$ cat src/rtl/seg7_scan_display_if.sv
// Load-side bus for seg7_scan_display: value offer/accept handshake plus per-frame display attributes.
// SEG7_DP_EN adds the dp_mask field.
interface seg7_scan_display_if #(
  parameter int unsigned DIGITS = 8
);
  logic                  load_valid;
  logic                  load_ready;
  logic [4*DIGITS-1:0]   load_value;
  logic [DIGITS-1:0]     blank_mask;
  logic                  lz_blank_en;
`ifdef SEG7_DP_EN
  logic [DIGITS-1:0]     dp_mask;
`endif

  modport master (
    input  load_ready,
    output load_valid, load_value, blank_mask, lz_blank_en
`ifdef SEG7_DP_EN
    , dp_mask
`endif
  );

  modport slave (
    output load_ready,
    input  load_valid, load_value, blank_mask, lz_blank_en
`ifdef SEG7_DP_EN
    , dp_mask
`endif
  );
endinterface

$ cat src/rtl/seg7_scan_display.sv
// Multiplexed 7-segment scanner with tear-free shadow/active frame update and anti-ghost dead time.
// Define SEG7_DP_EN to add per-digit decimal point (dp_mask in, num_dp out).
module seg7_scan_display #(
  parameter int unsigned DIGITS    = 8,
  parameter int unsigned SCAN_DIV  = 50000,
  parameter int unsigned BLANK_CYC = 4
) (
  input  logic                clk,
  input  logic                reset,
  seg7_scan_display_if.slave  load,
  output logic [DIGITS-1:0]   num_csn,
  output logic [6:0]          num_a_g
`ifdef SEG7_DP_EN
  ,
  output logic                num_dp
`endif
);

  localparam int unsigned CW = (SCAN_DIV > 1) ? $clog2(SCAN_DIV) : 1;
  localparam int unsigned IW = (DIGITS > 1) ? $clog2(DIGITS) : 1;

  typedef enum logic {
    ST_IDLE,
    ST_PEND
  } state_t;

  state_t              r_state;
  state_t              w_state_nxt;
  logic                w_accept;
  logic                w_commit;

  logic [CW-1:0]       r_cnt;
  logic [IW-1:0]       r_idx;
  logic                w_tick;
  logic                w_wrap;
  logic                w_dead;

  logic [4*DIGITS-1:0] r_shd_val;
  logic [DIGITS-1:0]   r_shd_mask;
  logic                r_shd_lz;
  logic [4*DIGITS-1:0] r_act_val;
  logic [DIGITS-1:0]   r_act_mask;
  logic                r_act_lz;

  logic [3:0]          w_nib;
  logic                w_blank_sel;
  logic                w_nz_seen;
  logic [DIGITS-1:0]   w_blank;
  logic [DIGITS-1:0]   w_csn_nxt;
  logic [6:0]          w_seg_nxt;
  logic [DIGITS-1:0]   r_csn;
  logic [6:0]          r_seg;

`ifdef SEG7_DP_EN
  logic [DIGITS-1:0]   r_shd_dp;
  logic [DIGITS-1:0]   r_act_dp;
  logic                w_dp_sel;
  logic                w_dp_nxt;
  logic                r_dp;
`endif

  function automatic logic [6:0] hex_font(input logic [3:0] n);
    logic [6:0] f;
    case (n)
      4'h0:    f = 7'b1111110;
      4'h1:    f = 7'b0110000;
      4'h2:    f = 7'b1101101;
      4'h3:    f = 7'b1111001;
      4'h4:    f = 7'b0110011;
      4'h5:    f = 7'b1011011;
      4'h6:    f = 7'b1011111;
      4'h7:    f = 7'b1110000;
      4'h8:    f = 7'b1111111;
      4'h9:    f = 7'b1111011;
      4'hA:    f = 7'b1110111;
      4'hB:    f = 7'b0011111;
      4'hC:    f = 7'b1001110;
      4'hD:    f = 7'b0111101;
      4'hE:    f = 7'b1001111;
      default: f = 7'b1000111;
    endcase
    return f;
  endfunction

  assign w_tick = (r_cnt == CW'(SCAN_DIV - 1));
  assign w_wrap = w_tick && (r_idx == IW'(DIGITS - 1));

  generate
    if (BLANK_CYC == 0) begin : g_nodead
      assign w_dead = 1'b0;
    end else begin : g_dead
      assign w_dead = (r_cnt < CW'(BLANK_CYC));
    end
  endgenerate

  always_ff @(posedge clk or posedge reset) begin
    if (reset) begin
      r_cnt <= '0;
      r_idx <= '0;
    end else if (w_tick) begin
      r_cnt <= '0;
      r_idx <= (r_idx == IW'(DIGITS - 1)) ? '0 : r_idx + IW'(1);
    end else begin
      r_cnt <= r_cnt + CW'(1);
    end
  end

  // Accept and commit are exclusive: a value captured on the wrapping tick
  // only becomes pending, so it waits for the following frame boundary.
  always_ff @(posedge clk or posedge reset) begin
    if (reset) r_state <= ST_IDLE;
    else       r_state <= w_state_nxt;
  end

  always_comb begin
    w_state_nxt = r_state;
    w_accept    = 1'b0;
    w_commit    = 1'b0;
    case (r_state)
      ST_IDLE: if (load.load_valid) begin
        w_accept    = 1'b1;
        w_state_nxt = ST_PEND;
      end
      ST_PEND: if (w_wrap) begin
        w_commit    = 1'b1;
        w_state_nxt = ST_IDLE;
      end
      default: w_state_nxt = ST_IDLE;
    endcase
  end

  assign load.load_ready = (r_state == ST_IDLE);

  always_ff @(posedge clk or posedge reset) begin
    if (reset) begin
      r_shd_val  <= '0;
      r_shd_mask <= '0;
      r_shd_lz   <= 1'b0;
      r_act_val  <= '0;
      r_act_mask <= '0;
      r_act_lz   <= 1'b0;
`ifdef SEG7_DP_EN
      r_shd_dp   <= '0;
      r_act_dp   <= '0;
`endif
    end else begin
      if (w_accept) begin
        r_shd_val  <= load.load_value;
        r_shd_mask <= load.blank_mask;
        r_shd_lz   <= load.lz_blank_en;
`ifdef SEG7_DP_EN
        r_shd_dp   <= load.dp_mask;
`endif
      end
      if (w_commit) begin
        r_act_val  <= r_shd_val;
        r_act_mask <= r_shd_mask;
        r_act_lz   <= r_shd_lz;
`ifdef SEG7_DP_EN
        r_act_dp   <= r_shd_dp;
`endif
      end
    end
  end

  // Walk from the most significant digit down so suppression stops at the first non-zero nibble.
  always_comb begin
    w_nz_seen = 1'b0;
    w_blank   = '0;
    for (int unsigned k = 0; k < DIGITS; k++) begin
      w_nz_seen = w_nz_seen | (r_act_val[4*(DIGITS-1-k) +: 4] != 4'h0);
      w_blank[DIGITS-1-k] = r_act_mask[DIGITS-1-k] |
                            (r_act_lz && !w_nz_seen && (k != DIGITS-1));
    end
  end

  always_comb begin
    w_nib       = 4'h0;
    w_blank_sel = 1'b0;
    w_csn_nxt   = '1;
    w_seg_nxt   = '1;
`ifdef SEG7_DP_EN
    w_dp_sel    = 1'b0;
    w_dp_nxt    = 1'b1;
`endif
    for (int unsigned i = 0; i < DIGITS; i++) begin
      if (r_idx == IW'(i)) begin
        w_nib       = r_act_val[4*i +: 4];
        w_blank_sel = w_blank[i];
`ifdef SEG7_DP_EN
        w_dp_sel    = r_act_dp[i];
`endif
      end
    end
    if (!w_dead) begin
      for (int unsigned i = 0; i < DIGITS; i++) begin
        if (r_idx == IW'(i)) w_csn_nxt[i] = 1'b0;
      end
      w_seg_nxt = w_blank_sel ? '1 : ~hex_font(w_nib);
`ifdef SEG7_DP_EN
      w_dp_nxt  = ~w_dp_sel;
`endif
    end
  end

  always_ff @(posedge clk or posedge reset) begin
    if (reset) begin
      r_csn <= '1;
      r_seg <= '1;
`ifdef SEG7_DP_EN
      r_dp  <= 1'b1;
`endif
    end else begin
      r_csn <= w_csn_nxt;
      r_seg <= w_seg_nxt;
`ifdef SEG7_DP_EN
      r_dp  <= w_dp_nxt;
`endif
    end
  end

  assign num_csn = r_csn;
  assign num_a_g = r_seg;
`ifdef SEG7_DP_EN
  assign num_dp  = r_dp;
`endif

endmodule

$ cat src/flat_wrapper.sv
// flat-port wrapper written by rule: the top's interface ports become plain ports
module seg7_scan_display_flat 
#(
  parameter int unsigned DIGITS    = 8,
  parameter int unsigned SCAN_DIV  = 50000,
  parameter int unsigned BLANK_CYC = 4
)
  (clk, reset, num_csn, num_a_g, load_load_ready, load_load_valid, load_load_value, load_blank_mask, load_lz_blank_en);
  seg7_scan_display_if #(.DIGITS(DIGITS)) load_i ();
  input  logic clk;
  input  logic reset;
  output logic [DIGITS-1:0] num_csn;
  output logic [6:0] num_a_g;
  output wire logic [$bits(load_i.load_ready)-1:0] load_load_ready;
  input wire logic [$bits(load_i.load_valid)-1:0] load_load_valid;
  input wire logic [$bits(load_i.load_value)-1:0] load_load_value;
  input wire logic [$bits(load_i.blank_mask)-1:0] load_blank_mask;
  input wire logic [$bits(load_i.lz_blank_en)-1:0] load_lz_blank_en;
  assign load_load_ready = load_i.load_ready;
  assign load_i.load_valid = load_load_valid;
  assign load_i.load_value = load_load_value;
  assign load_i.blank_mask = load_blank_mask;
  assign load_i.lz_blank_en = load_lz_blank_en;
  seg7_scan_display #(.DIGITS(DIGITS), .SCAN_DIV(SCAN_DIV), .BLANK_CYC(BLANK_CYC)) u_core (.clk(clk), .reset(reset), .load(load_i), .num_csn(num_csn), .num_a_g(num_a_g));
endmodule
$ cat config.mk
export PLATFORM = sky130hd
export DESIGN_NAME = seg7_scan_display_flat
export DESIGN_NICKNAME = d
export VERILOG_FILES = /design/src/rtl/seg7_scan_display_if.sv /design/src/rtl/seg7_scan_display.sv /design/src/flat_wrapper.sv
export SDC_FILE = /design/constraint.sdc
export NUM_CORES = 1
export LEC_CHECK = 0
export ABC_AREA = 0
export CAP_MARGIN = 20
export CORE_ASPECT_RATIO = 1.1
export CORE_MARGIN = 5
export CORE_UTILIZATION = 58
export CTS_BUF_LIST = sky130_fd_sc_hd__clkbuf_8
export DETAILED_ROUTE_END_ITERATION = 16
export GPL_TIMING_DRIVEN = 0
export PLACE_DENSITY = 0.9
export SLEW_MARGIN = 0
export SYNTH_ARGS = -nofsm -noshare
export SYNTH_HDL_FRONTEND = slang
export SYNTH_SLANG_ARGS = --single-unit
$ cat constraint.sdc
create_clock -name clk -period 3.97 [get_ports clk]
set_input_delay 0.5955 -clock clk [delete_from_list [all_inputs] [get_ports clk]]
set_output_delay 0.5955 -clock clk [all_outputs]
set_load 0.03 [all_outputs]
* Word-level counts from Yosys, hierarchy flattened
Memory sizes are Yosys's and may differ from the RTL's.
Cells that the tools add are included.
** Storage, ports and cells
- Register bits after elaboration :: 117
- Memory bits (read-only) :: 112
- Memories :: 1
- Input bits :: 44
- Logic and storage cells :: 97
- Output and inout port bits :: 16
** Operators by class
- $lt $le $gt $ge :: 1
- Bitwise logic cells :: 15
- Multiplexer cells :: 36
- Eq/ne operators :: 8
- Add/sub/neg operators :: 2
- Reduce and logical (&&, ||, !) cells :: 23
** Memory list
- (no name shown) :: depth 16, bits a word 7, rd ports 1, clocked after memory_dff 0, wr ports 0, RTL line seg7_scan_display.sv:64 : case (n)
** Operators by type and width (count)
- two-way mux 4 bit :: 8
- nonzero test 4 bit :: 7
- two-way mux 1 bit :: 21
- two-way mux 7 bit :: 3
- adder 16 x 1 -> 16 bit, second input constant :: 1
- == test 16 bit, second input constant :: 1
- less-than comparator 16 x 3 -> 1 bit, second input constant :: 1
- two-way mux 16 bit :: 1
- bitwise OR 1 bit :: 13
- == test 3 bit, second input constant :: 4
- logical AND 1 bit :: 8
- two-way mux 8 bit :: 1
- zero test 1 bit :: 7
- NOT 7 bit :: 1
- == test 3 x 2 -> 1 bit, second input constant :: 2
- adder 3 x 1 -> 3 bit, second input constant :: 1
- == test 3 x 1 -> 1 bit, second input constant :: 1
- zero test 3 bit :: 1
- two-way mux 3 bit :: 1
- case mux 1 bit (2 select lines) :: 1
- NOT 1 bit :: 1

* Logic depth before layout (Yosys ltp)
- Depth after elaboration :: 19
- Mapped depth :: 13
- Mapped depth without buffers :: 12

* Worst setup path before layout
OpenSTA, ideal clock, no wires.
- Path kind :: reg-to-reg
- From :: register u_core.r_idx[0]
- To :: register u_core.r_seg[3] (netlist: u_core.num_a_g[3])
- Cell stages (with the launch flop) :: 13
- Data required time :: 3.878 ns
- Buffers on the path :: 1
- Library setup time :: 0.092 ns
- Path slack :: 1.397 ns
- Clock period less this slack :: 2.573 ns
- Arrival :: 2.481 ns
- Cell sequence :: dfrtp_1 > inv_1 > ha_1 > buf_4 > a21o_1 > a31oi_1 > o211ai_1 > a221oi_1 > inv_1 > ha_1 > mux2i_1 > mux2_2 > nand2_1
** On the way
- Cells in the longest elaborated chain, start to end :: 14
- Elaborated cells between the ends (all ways) :: 29
- Classes of those cells :: 7 x eq/ne; 19 x mux; 1 x bitwise; 1 x reduce/logical; 1 x memory
** Ends and longest elaborated chain
- from (decl) :: RTL line seg7_scan_display.sv:33 : logic [IW-1:0] r_idx;
- from (signal assigned) :: RTL line seg7_scan_display.sv:102 : r_idx <= (r_idx == IW'(DIGITS - 1)) ? '0 : r_idx + IW'(1);
- zero test 3 bit :: RTL line seg7_scan_display.sv:187 : if (r_idx == IW'(i)) begin
- two-way mux 4 bit (8 in series) :: RTL line seg7_scan_display.sv:187
- memory (16 x 7 bit)
- two-way mux 7 bit :: RTL line seg7_scan_display.sv:195 : if (!w_dead) begin
- NOT 7 bit :: RTL line seg7_scan_display.sv:199 : w_seg_nxt = w_blank_sel ? '1 : ~hex_font(w_nib);
- two-way mux 7 bit * :: RTL line seg7_scan_display.sv:199
- two-way mux 7 bit * :: RTL line seg7_scan_display.sv:195
- named net u_core.w_seg_nxt[3] :: RTL line seg7_scan_display.sv:50 : logic [6:0] w_seg_nxt;
- to (signal assigned) :: RTL line seg7_scan_display.sv:215 : r_seg <= w_seg_nxt;
- to (decl) :: RTL line seg7_scan_display.sv:52 : logic [6:0] r_seg;
The timed path passes the listed nets; every way through them passes the cells marked *. The select of a mux whose other input is x is not followed.
A chain may end at the register's enable or synchronous reset.

* Final worst setup path
- From :: register u_core.r_idx[2]
- To :: register u_core.r_seg[3] (netlist: u_core.num_a_g[3])
The elaborated chain is that of the path after synthesis.

==> qor.csv <==
metric,value,unit
status,"finished, final reports clean",
Port Buf Inserts,59,
post-route ant nets,0,
I/O Pins,60,
Syn-to-layout area delta,22.5,%
peak supply drop,298,uV
DR pass1 iterations,5,
syn_nets,573,
"Max FO, Critical Path",9,
post-synth top area cell,dfrtp_1,
CP Capture Type,flop,
vias per cell,5.74,
Worst-path clk slew,0.07,ns
CTS buffer count,17,
hold path depth,2,
fraction of final layout cells sized beyond drive strength 1,0.181,
vias in the first global route,4439,
GRT Util Overall,0.238,
grt total ovfl,0,
Post-synth EDFFs,0,
drt drc,0,
# placed instances,690,
Netlist cell types,52,
post-route setup slack,0.703,ns
Max Slew Vio Count,0,
Setup-failing EPs final,0,
DIE AREA,11200,um2
CTS tree,yes,
Setup CP Type,reg -> reg,
Final Net Count,652,
synthesized area,5340,um2
f_max,0.306,GHz
CTS Buffer Depth,2,
n_diodes,0,
Leak,3.10,nW
first-pass GRT wire length,21000,um
clk_skew,0.0141,ns
Power Total,2.59,mW
slew at the pin closest to its max-slew limit,1.01,ns
CTS resizes,0,
PwrDens,395,nW/um2
pre-CTS WS,0.846,ns
Initial Util,0.599,
minimum clock period,3.27,ns
Max Cap Violations,0,
routed via count,4141,
Final Cycle Share,0.823,
leading post-synthesis cells by cell area,"dfrtp_1, nand2_1, mux2_2, dfstp_2, ha_1",
FILL cells,598,
hold buffers post-CTS,0,
worst reg2reg path endpoint,u_core.num_a_g[3],
Post-CTS Setup Inserts,0,
CP endpoint,u_core.num_a_g[3],
Yosys reg bits,117,
ys async rst share,1.00,
cell count after synthesis,516,
min-delay worst type,reg -> reg,
final std cells w/o fill,722,
1st-iter DRT viols,311,
Worst Setup Start Kind,flop,
largest net degree at the start of global routing,71,
most frequent cells in the layout,"nand2_1, dfrtp_1, clkdlybuf4s50_1, mux2_2, nor2_1",
DR WL/cell,17.3,um
final WL,12500,um
GP Congestion,0.855,
Final Hold Viols,0,
Worst-Skew Late Latency,0.43,ns
root buffer cell,clkbuf_8,
hpwl dp,8570,um
crit path launch,u_core.r_idx[2],
"commonest non-fill, non-tap cell in the layout",nand2_1,
Worst EP required,4.30,ns
Slew headroom,0.328,
YS warnings,0,
core area,8920,um2
Main synth FF type,dfrtp_1,
top-area cell type share of the netlist area,0.478,
Vert. Die Dim,111,um
initial antenna violation count,0,
CTS sink cnt,117,
unrepaired setup endpoints after global routing,no,
setup_tns,0,ns
post-synthesis sequential area ratio,0.552,
Rows,36,
die width,101,um
H-tree depth,4,
Avg Inst Size Synth,10.3,um2
worst r2r src,u_core.r_idx[2],
worst r2r path cells,12,
Worst R2R Setup Slack,0.70,ns
Worst EP arrival,3.60,ns
## state kept, by name (all words and copies together), names as in the netlist
register           count
u_core.num_a_g         7
u_core.r_shd_mask      8
u_core.r_act_mask      8
u_core.r_act_val      32
u_core.r_idx           3
u_core.r_state         1
u_core.r_shd_lz        1
u_core.num_csn         8
u_core.r_act_lz        1
u_core.r_shd_val      32
u_core.r_cnt          16
## per-layer routing
metal  vias up  routed length (um)  global-route usage
met4         0                 413               0.112
met5         -                   0                   0
met1      2016                4790               0.287
met2       178                6500               0.388
met3        44                 794              0.0675
li1       1903                   -                   -
## critical path, cell delays in order (launching register included)
cell      delay [ns]
dfrtp_1         0.49
inv_1           0.25
ha_1            0.19
buf_4           0.15
nor2_1          0.09
o21ai_0         0.10
o211ai_1        0.13
a221oi_1        0.87
inv_1           0.19
ha_1            0.31
mux2i_1         0.16
mux2_2          0.17
nand2_1         0.06
## final cells by class
type,instances,area (um2),share of cell area
clock inverters,15,205,0.0314
flip-flops and latches,117,2950,0.450
plain buffers,25,129,0.0197
inverters,16,62.6,0.00956
clock buffers,17,234,0.0358
multi-input cells,358,2200,0.337
well taps,114,143,0.0218
repair buffers,60,618,0.0945
## synthesized netlist by cell type, types with 8 or more instances
cell type,instances
nand2_1,151
dfstp_2,15
o21ai_0,8
clkbuf_1,10
nor2_1,20
a21oi_1,16
xnor2_1,9
inv_1,16
nor4_1,9
mux2_2,42
nand3_1,16
dfrtp_1,102
ha_1,13
## worst min path at each step
stage,start,to,slack [ns]
after floorplan,u_core.r_act_mask[2],u_core.r_act_mask[2],0.43
after global placement,u_core.r_cnt[0],u_core.r_cnt[0],0.45
after detailed placement,u_core.r_act_lz,u_core.r_act_lz,0.45
after CTS,u_core.r_shd_val[29],u_core.r_act_val[29],0.48
after global routing,u_core.r_cnt[0],u_core.r_cnt[0],0.50
final,u_core.r_shd_val[29],u_core.r_act_val[29],0.48
## logic make-up (layout without fill, tap and decap cells)
kind of cell,Yosys count,in the layout,synth area share
simple gates,226,226,0.186
flops,117,117,0.552
compound gates,60,60,0.0787
mux,46,46,0.0961
buf+inv,41,133,0.0354
fa+ha+maj,13,13,0.0305
xor+xnor,13,13,0.0213
## through the flow
step | utilization | hold WS (ns) | area (um2)
2_1_floorplan | - | 0.430 | 5340
3_3_place_gp | 0.681 | 0.445 | 6070
3_5_place_dp | 0.684 | 0.449 | 6100
4_1_cts | 0.734 | 0.484 | 6540
5_1_grt | 0.734 | 0.505 | 6540
6_report | 0.734 | 0.482 | 6540
## power breakdown
group          internal [mW]  leakage [nW]  switching [mW]
Combinational         0.0750          1.38          0.0409
Clock                  0.688         0.218           0.511
Sequential              1.24          1.50          0.0292
Total                   2.00          3.10           0.582
Note: power is estimated with default switching activity, not from simulation.
